**src/rtl/risc_pkg.sv**
```systemverilog
// Shared encodings for the instruction-execution sequencer and its datapath controller:
// state codes, instruction field constants, instruction classes and write-back selects.
package risc_pkg;

  typedef enum logic [3:0] {
    S_WAIT      = 4'b0000,
    S_DECODE    = 4'b0001,
    S_WRITE_IMM = 4'b0010,
    S_LOAD_AB   = 4'b0011,
    S_LOAD_B    = 4'b0100,
    S_LOAD_C    = 4'b0101,
    S_WRITE_C   = 4'b0110,
    S_LOAD_S    = 4'b0111
  } state_t;

  localparam logic [2:0] OPC_MOV = 3'b110;
  localparam logic [2:0] OPC_ALU = 3'b101;

  localparam logic [1:0] OP_ADD  = 2'b00;
  localparam logic [1:0] OP_CMP  = 2'b01;
  localparam logic [1:0] OP_AND  = 2'b10;
  localparam logic [1:0] OP_MVN  = 2'b11;
  localparam logic [1:0] OP_MOVI = 2'b10;
  localparam logic [1:0] OP_MOVR = 2'b00;

  // Register-file write-back source selects used by dp_controller.
  localparam logic [1:0] SEL_C   = 2'b00;
  localparam logic [1:0] SEL_IMM = 2'b01;

  typedef enum logic [2:0] {
    CLS_MOVI,
    CLS_REG2REG,
    CLS_ALU2,
    CLS_CMP,
    CLS_ILLEGAL
  } instr_class_t;

  // Steps after which the instruction has fully retired.
  function automatic logic is_terminal(input logic [3:0] code);
    return (code == S_WRITE_IMM) || (code == S_WRITE_C) || (code == S_LOAD_S);
  endfunction

endpackage

```
**src/rtl/instr_class.sv**
```systemverilog
// Combinational decode of the latched {opcode,op} pair into the micro-sequence class
// that the sequencer dispatches on.
module instr_class
  import risc_pkg::*;
#(
  parameter int OPC_W = 3,
  parameter int OP_W  = 2
) (
  input  logic [OPC_W-1:0] opcode_i,
  input  logic [OP_W-1:0]  op_i,
  output instr_class_t     cls_o
);

  always_comb begin
    // NOTE: default assignment first so no path through this block can infer a latch.
    cls_o = CLS_ILLEGAL;
    if (opcode_i == OPC_MOV) begin
      if (op_i == OP_MOVI)      cls_o = CLS_MOVI;
      else if (op_i == OP_MOVR) cls_o = CLS_REG2REG;
    end else if (opcode_i == OPC_ALU) begin
      unique case (op_i)
        OP_ADD,
        OP_AND:  cls_o = CLS_ALU2;
        OP_CMP:  cls_o = CLS_CMP;
        OP_MVN:  cls_o = CLS_REG2REG;
        default: cls_o = CLS_ILLEGAL;
      endcase
    end
  end

endmodule

```
**src/rtl/state_sequencer.sv**
```systemverilog
// Instruction-execution FSM: accepts a start request, latches the instruction fields and
// walks the datapath micro-sequence, emitting the state code consumed by dp_controller.
module state_sequencer
  import risc_pkg::*;
#(
  parameter int STATE_W = 4,
  parameter int OPC_W   = 3,
  parameter int OP_W    = 2
) (
  input  logic               clk,
  input  logic               rst_n,
  input  logic               s,
  input  logic [OPC_W-1:0]   opcode,
  input  logic [OP_W-1:0]    op,
  output logic [STATE_W-1:0] state,
  output logic               w,
  output logic               done,
  output logic               illegal
);

  logic [STATE_W-1:0] state_q, state_d;
  logic [OPC_W-1:0]   opcode_q, opcode_d;
  logic [OP_W-1:0]    op_q, op_d;
  logic               done_q, done_d;
  logic               illegal_q, illegal_d;
  instr_class_t       cls;

  // Dispatch only ever looks at the latched fields, never the live inputs.
  instr_class #(
    .OPC_W (OPC_W),
    .OP_W  (OP_W)
  ) u_instr_class (
    .opcode_i (opcode_q),
    .op_i     (op_q),
    .cls_o    (cls)
  );

  always_comb begin
    state_d   = state_q;
    opcode_d  = opcode_q;
    op_d      = op_q;
    done_d    = is_terminal(state_q);
    illegal_d = 1'b0;

    case (state_q)
      S_WAIT: begin
        if (s) begin
          opcode_d = opcode;
          op_d     = op;
          state_d  = S_DECODE;
        end
      end

      S_DECODE: begin
        case (cls)
          CLS_MOVI:    state_d = S_WRITE_IMM;
          CLS_REG2REG: state_d = S_LOAD_B;
          CLS_ALU2,
          CLS_CMP:     state_d = S_LOAD_AB;
          default: begin
            state_d   = S_WAIT;
            illegal_d = 1'b1;
          end
        endcase
      end

      S_LOAD_AB: begin
        if (cls == CLS_ALU2) begin
          state_d = S_LOAD_C;
        end else if (cls == CLS_CMP) begin
          state_d = S_LOAD_S;
        end else begin
          state_d   = S_WAIT;
          illegal_d = 1'b1;
        end
      end

      S_LOAD_B: begin
        if (cls == CLS_REG2REG) begin
          state_d = S_LOAD_C;
        end else begin
          state_d   = S_WAIT;
          illegal_d = 1'b1;
        end
      end

      S_LOAD_C: state_d = S_WRITE_C;

      S_WRITE_IMM,
      S_WRITE_C,
      S_LOAD_S: state_d = S_WAIT;

      // Codes 1000-1111 have no meaning; recover to idle and flag it.
      default: begin
        state_d   = S_WAIT;
        illegal_d = 1'b1;
      end
    endcase
  end

  always_ff @(posedge clk or negedge rst_n) begin
    if (!rst_n) begin
      state_q   <= S_WAIT;
      opcode_q  <= '0;
      op_q      <= '0;
      done_q    <= 1'b0;
      illegal_q <= 1'b0;
    end else begin
      // NOTE: non-blocking so every register samples the pre-edge values together.
      state_q   <= state_d;
      opcode_q  <= opcode_d;
      op_q      <= op_d;
      done_q    <= done_d;
      illegal_q <= illegal_d;
    end
  end

  assign state   = state_q;
  assign w       = (state_q == S_WAIT);
  assign done    = done_q;
  assign illegal = illegal_q;

endmodule

```
**config.mk**
```make
export PLATFORM = sky130hd
export DESIGN_NAME = state_sequencer
export DESIGN_NICKNAME = d
export VERILOG_FILES = /design/src/rtl/risc_pkg.sv /design/src/rtl/instr_class.sv /design/src/rtl/state_sequencer.sv
export SDC_FILE = /design/constraint.sdc
export NUM_CORES = 1
export LEC_CHECK = 0
export ABC_AREA = 1
export CORE_AREA = 5 5 42 44
export DETAILED_ROUTE_END_ITERATION = 16
export DIE_AREA = 0 0 47 49
export HOLD_SLACK_MARGIN = 0.12
export PLACE_DENSITY = 0.74
export SYNTH_ARGS = -nofsm -noshare
export SYNTH_HDL_FRONTEND = slang
export SYNTH_SLANG_ARGS = --single-unit
```
**constraint.sdc**
```tcl
create_clock -name clk -period 1.6 [get_ports clk]
set_clock_uncertainty 0.15 [all_clocks]
set_input_delay 0.4 -clock clk [delete_from_list [all_inputs] [get_ports clk]]
set_output_delay 0.4 -clock clk [all_outputs]
set_load 0.005 [all_outputs]
```
==> reports/qor.yml <==
placement:
  dp_hpwl_um: 917
  gp_congestion: 0.767
  port_buffers: 13
  placed_cell_area_um2: 708
synth:
  yosysTopAreaCell: "dfrtp_1"
  syn_nets: 80
  yosysWarningCount: 0
  postSynthCellCount: 72
  syn-cell-area_um2: 536
  synth_cell_types: 15
  ys_seq_area_share_pct: 46.7
  synth_area_leaders: "dfrtp_1 47%, nand2_1 15%, nand3_1 9.3%"
  synth_top_area_share_pct: 46.7
  syn_area_per_cell_um2: 7.44
  yosys_register_bits: 10
route:
  wire_per_inst_um: 10.8
  ant_nets: 0
  drt-total-wl_mm: 1.20
  drt_first_pass_iters: 4
  vias: 517
  drcViolationCount: 0
  detail_route.vias_per_cell: 4.66
  first_iter_violations: 8
critical_path:
  path_max_fanout: 2
  cp.arrival_ps: 1090
  max_stage_delay_ps: 390
  critPathKind: "reg2out"
  path_cells: "buf_6 -> nor3_4 -> buf_2"
  cp-end-kind: "output pin"
  startpoint_type: "register"
  critPathSlowestCell: "dfrtp_1"
  worstPathRequired_ps: 1050
  worstRegToRegCells: 6
sta:
  rsz0062_at_grt: "true"
  fmax_mhz: 610
  finalWorstSetupSlack_ps: -40.0
  drv_slew: 0
  period_share_pct: 103
  setup_viol: 1
  timing.final.hold_violations: 0
  period_needed_ps: 1640
clock_tree:
  clock_path_buffers: 2
  clkLatencyLatePin_ps: 260
  clockRootBuffer: "clkbuf_4"
  cts_tree: "built"
  cts_made_buffers: 3
  cts_hold_buf: 0
  clock_sinks: 10
  htreeDepth: 1
  clkTransAtPathRegs_ps: 70
global_route:
  grt_pass1_wl_mm: 1.96
  grt_pass1_vias: 481
  track_usage_pct: 11.7
  grt_max_degree: 11
  grt_overflow: 0
  antenna_found_initial: 0
min_path:
  hp-class: "in2async"
power_and_ir_drop:
  p_leak_uw: 0.000406
  power.density_mw_per_mm2: 1760
  p_total_uw: 1350
  max-vdd-ir-drop_v: 0.000814
cells_and_area:
  layout_common_cells: "22 x nand2_1, 11 x nor2_1, 10 x nand3_1, 10 x dfrtp_1"
  nNetsFinal: 104
  final-seq-area_um2: 250
  stdcell_area_um2: 766
  antenna_cells: 0
  multi_input_area_um2: 248
  num-fill-cells: 148
  final_common_cell: "nand2_1"
  drive_gt1_share_pct: 17.9
  area_delta_synth_final_pct: 43.0
outcome:
  violations: "negative setup slack"
  status: "finished, violations left"
floorplan:
  die_y_um: 49
  rows: 14
  start_util_pct: 38.2
  core-area_mm2: 0.00140
  ioPinCount: 15
  die_w_um: 47
  die_area_mm2: 0.00230
run:
  cap_violations: 0
[registers in the layout, indices dropped and copies added (netlist names)]
| name | count |
|---|---|
| opcode_q | 3 |
| state | 3 |
| op_q | 2 |
| done | 1 |
| illegal | 1 |
[final timing paths]
| kind | start | slack (ps) | endpoint |
|---|---|---|---|
| setup reg to reg | state[1] | 260 | opcode_q[1] |
| max in group asynchronous | rst_n | 680 | opcode_q[2] |
| min in group clk | op_q[1] | 370 | op_q[1] |
| setup / recovery | state[1] | -40 | w |
| hold / removal | rst_n | 300 | done |
| hold reg to reg | op_q[1] | 370 | op_q[1] |
[power by group]
part	internal [uW]	total (uW)	switching, uW	leakage, uW
Clock	138	232	94.0	0.0000210
Combinational	322	680	358	0.000260
Sequential	358	438	80.0	0.000125
Total	818	1350	532	0.000406
[timing repair]
| item | CTS | global route |
|---|---|---|
| setup buffers | 3 | 0 |
| pin swaps | 0 | 1 |
| resized for setup | 9 | 7 |
| setup endpoints to repair | 6 | 4 |
[final cells by class]
| class | instances | share of cell area [%] |
|---|---|---|
| Inverter | 8 | 3.92 |
| Sequential cell | 10 | 32.7 |
| Tap cell | 16 | 2.61 |
| Timing Repair Buffer | 20 | 23.7 |
| Multi-Input combinational cell | 53 | 32.4 |
| Clock buffer | 4 | 4.74 |
[cells in the mapped netlist]
cell type  count
a21oi_1        3
a21oi_2        1
buf_4          1
conb_1         1
dfrtp_1       10
inv_1          7
inv_2          1
nand2_1       22
nand2_4        1
nand3_1       10
nand3b_1       1
nand4_1        1
nor2_1        11
nor3_1         1
nor3_4         1
[routing by layer]
| metal | global-route usage (%) | up-vias | share of wire [%] |
|---|---|---|---|
| met4 | 4.15 | 0 | 0 |
| met5 | 0 | - | 0 |
| met3 | 2.21 | 0 | 5.6 |
| met2 | 19.5 | 12 | 51 |
| met1 | 14.4 | 233 | 43 |
| li1 | - | 272 | - |
[kinds of logic after synthesis]
logic type	count (synthesis)	share of synthesized area, %
flip-flops	10	46.7
other	1	0.700
AND/OR/NAND/NOR	48	41.1
buffers and inverters	9	7.01
AO/OA/AOI/OAI	4	4.44
[critical path: cells and delay by family, from the launching register on]
family	cells	cell delay [ps]
flops	1	390
buf+inv	2	260
simple gates	1	170
[metrics by stage]
step           utilization [%]  setup TNS, ps  cells  hold slack (ps)  worst slack, ps
3_3_place_gp              50.5          -54.5    104              331            -54.5
4_1_cts                   53.9          -53.9    111              320            -53.9
3_5_place_dp              50.5          -63.4    104              357            -63.4
6_report                  54.6          -40.0    111              301            -40.0
5_1_grt                   54.6           -116    111              344             -116
2_1_floorplan                -              0     72            -45.6              295
No activity file was read; power rests on OpenSTA's default activity.
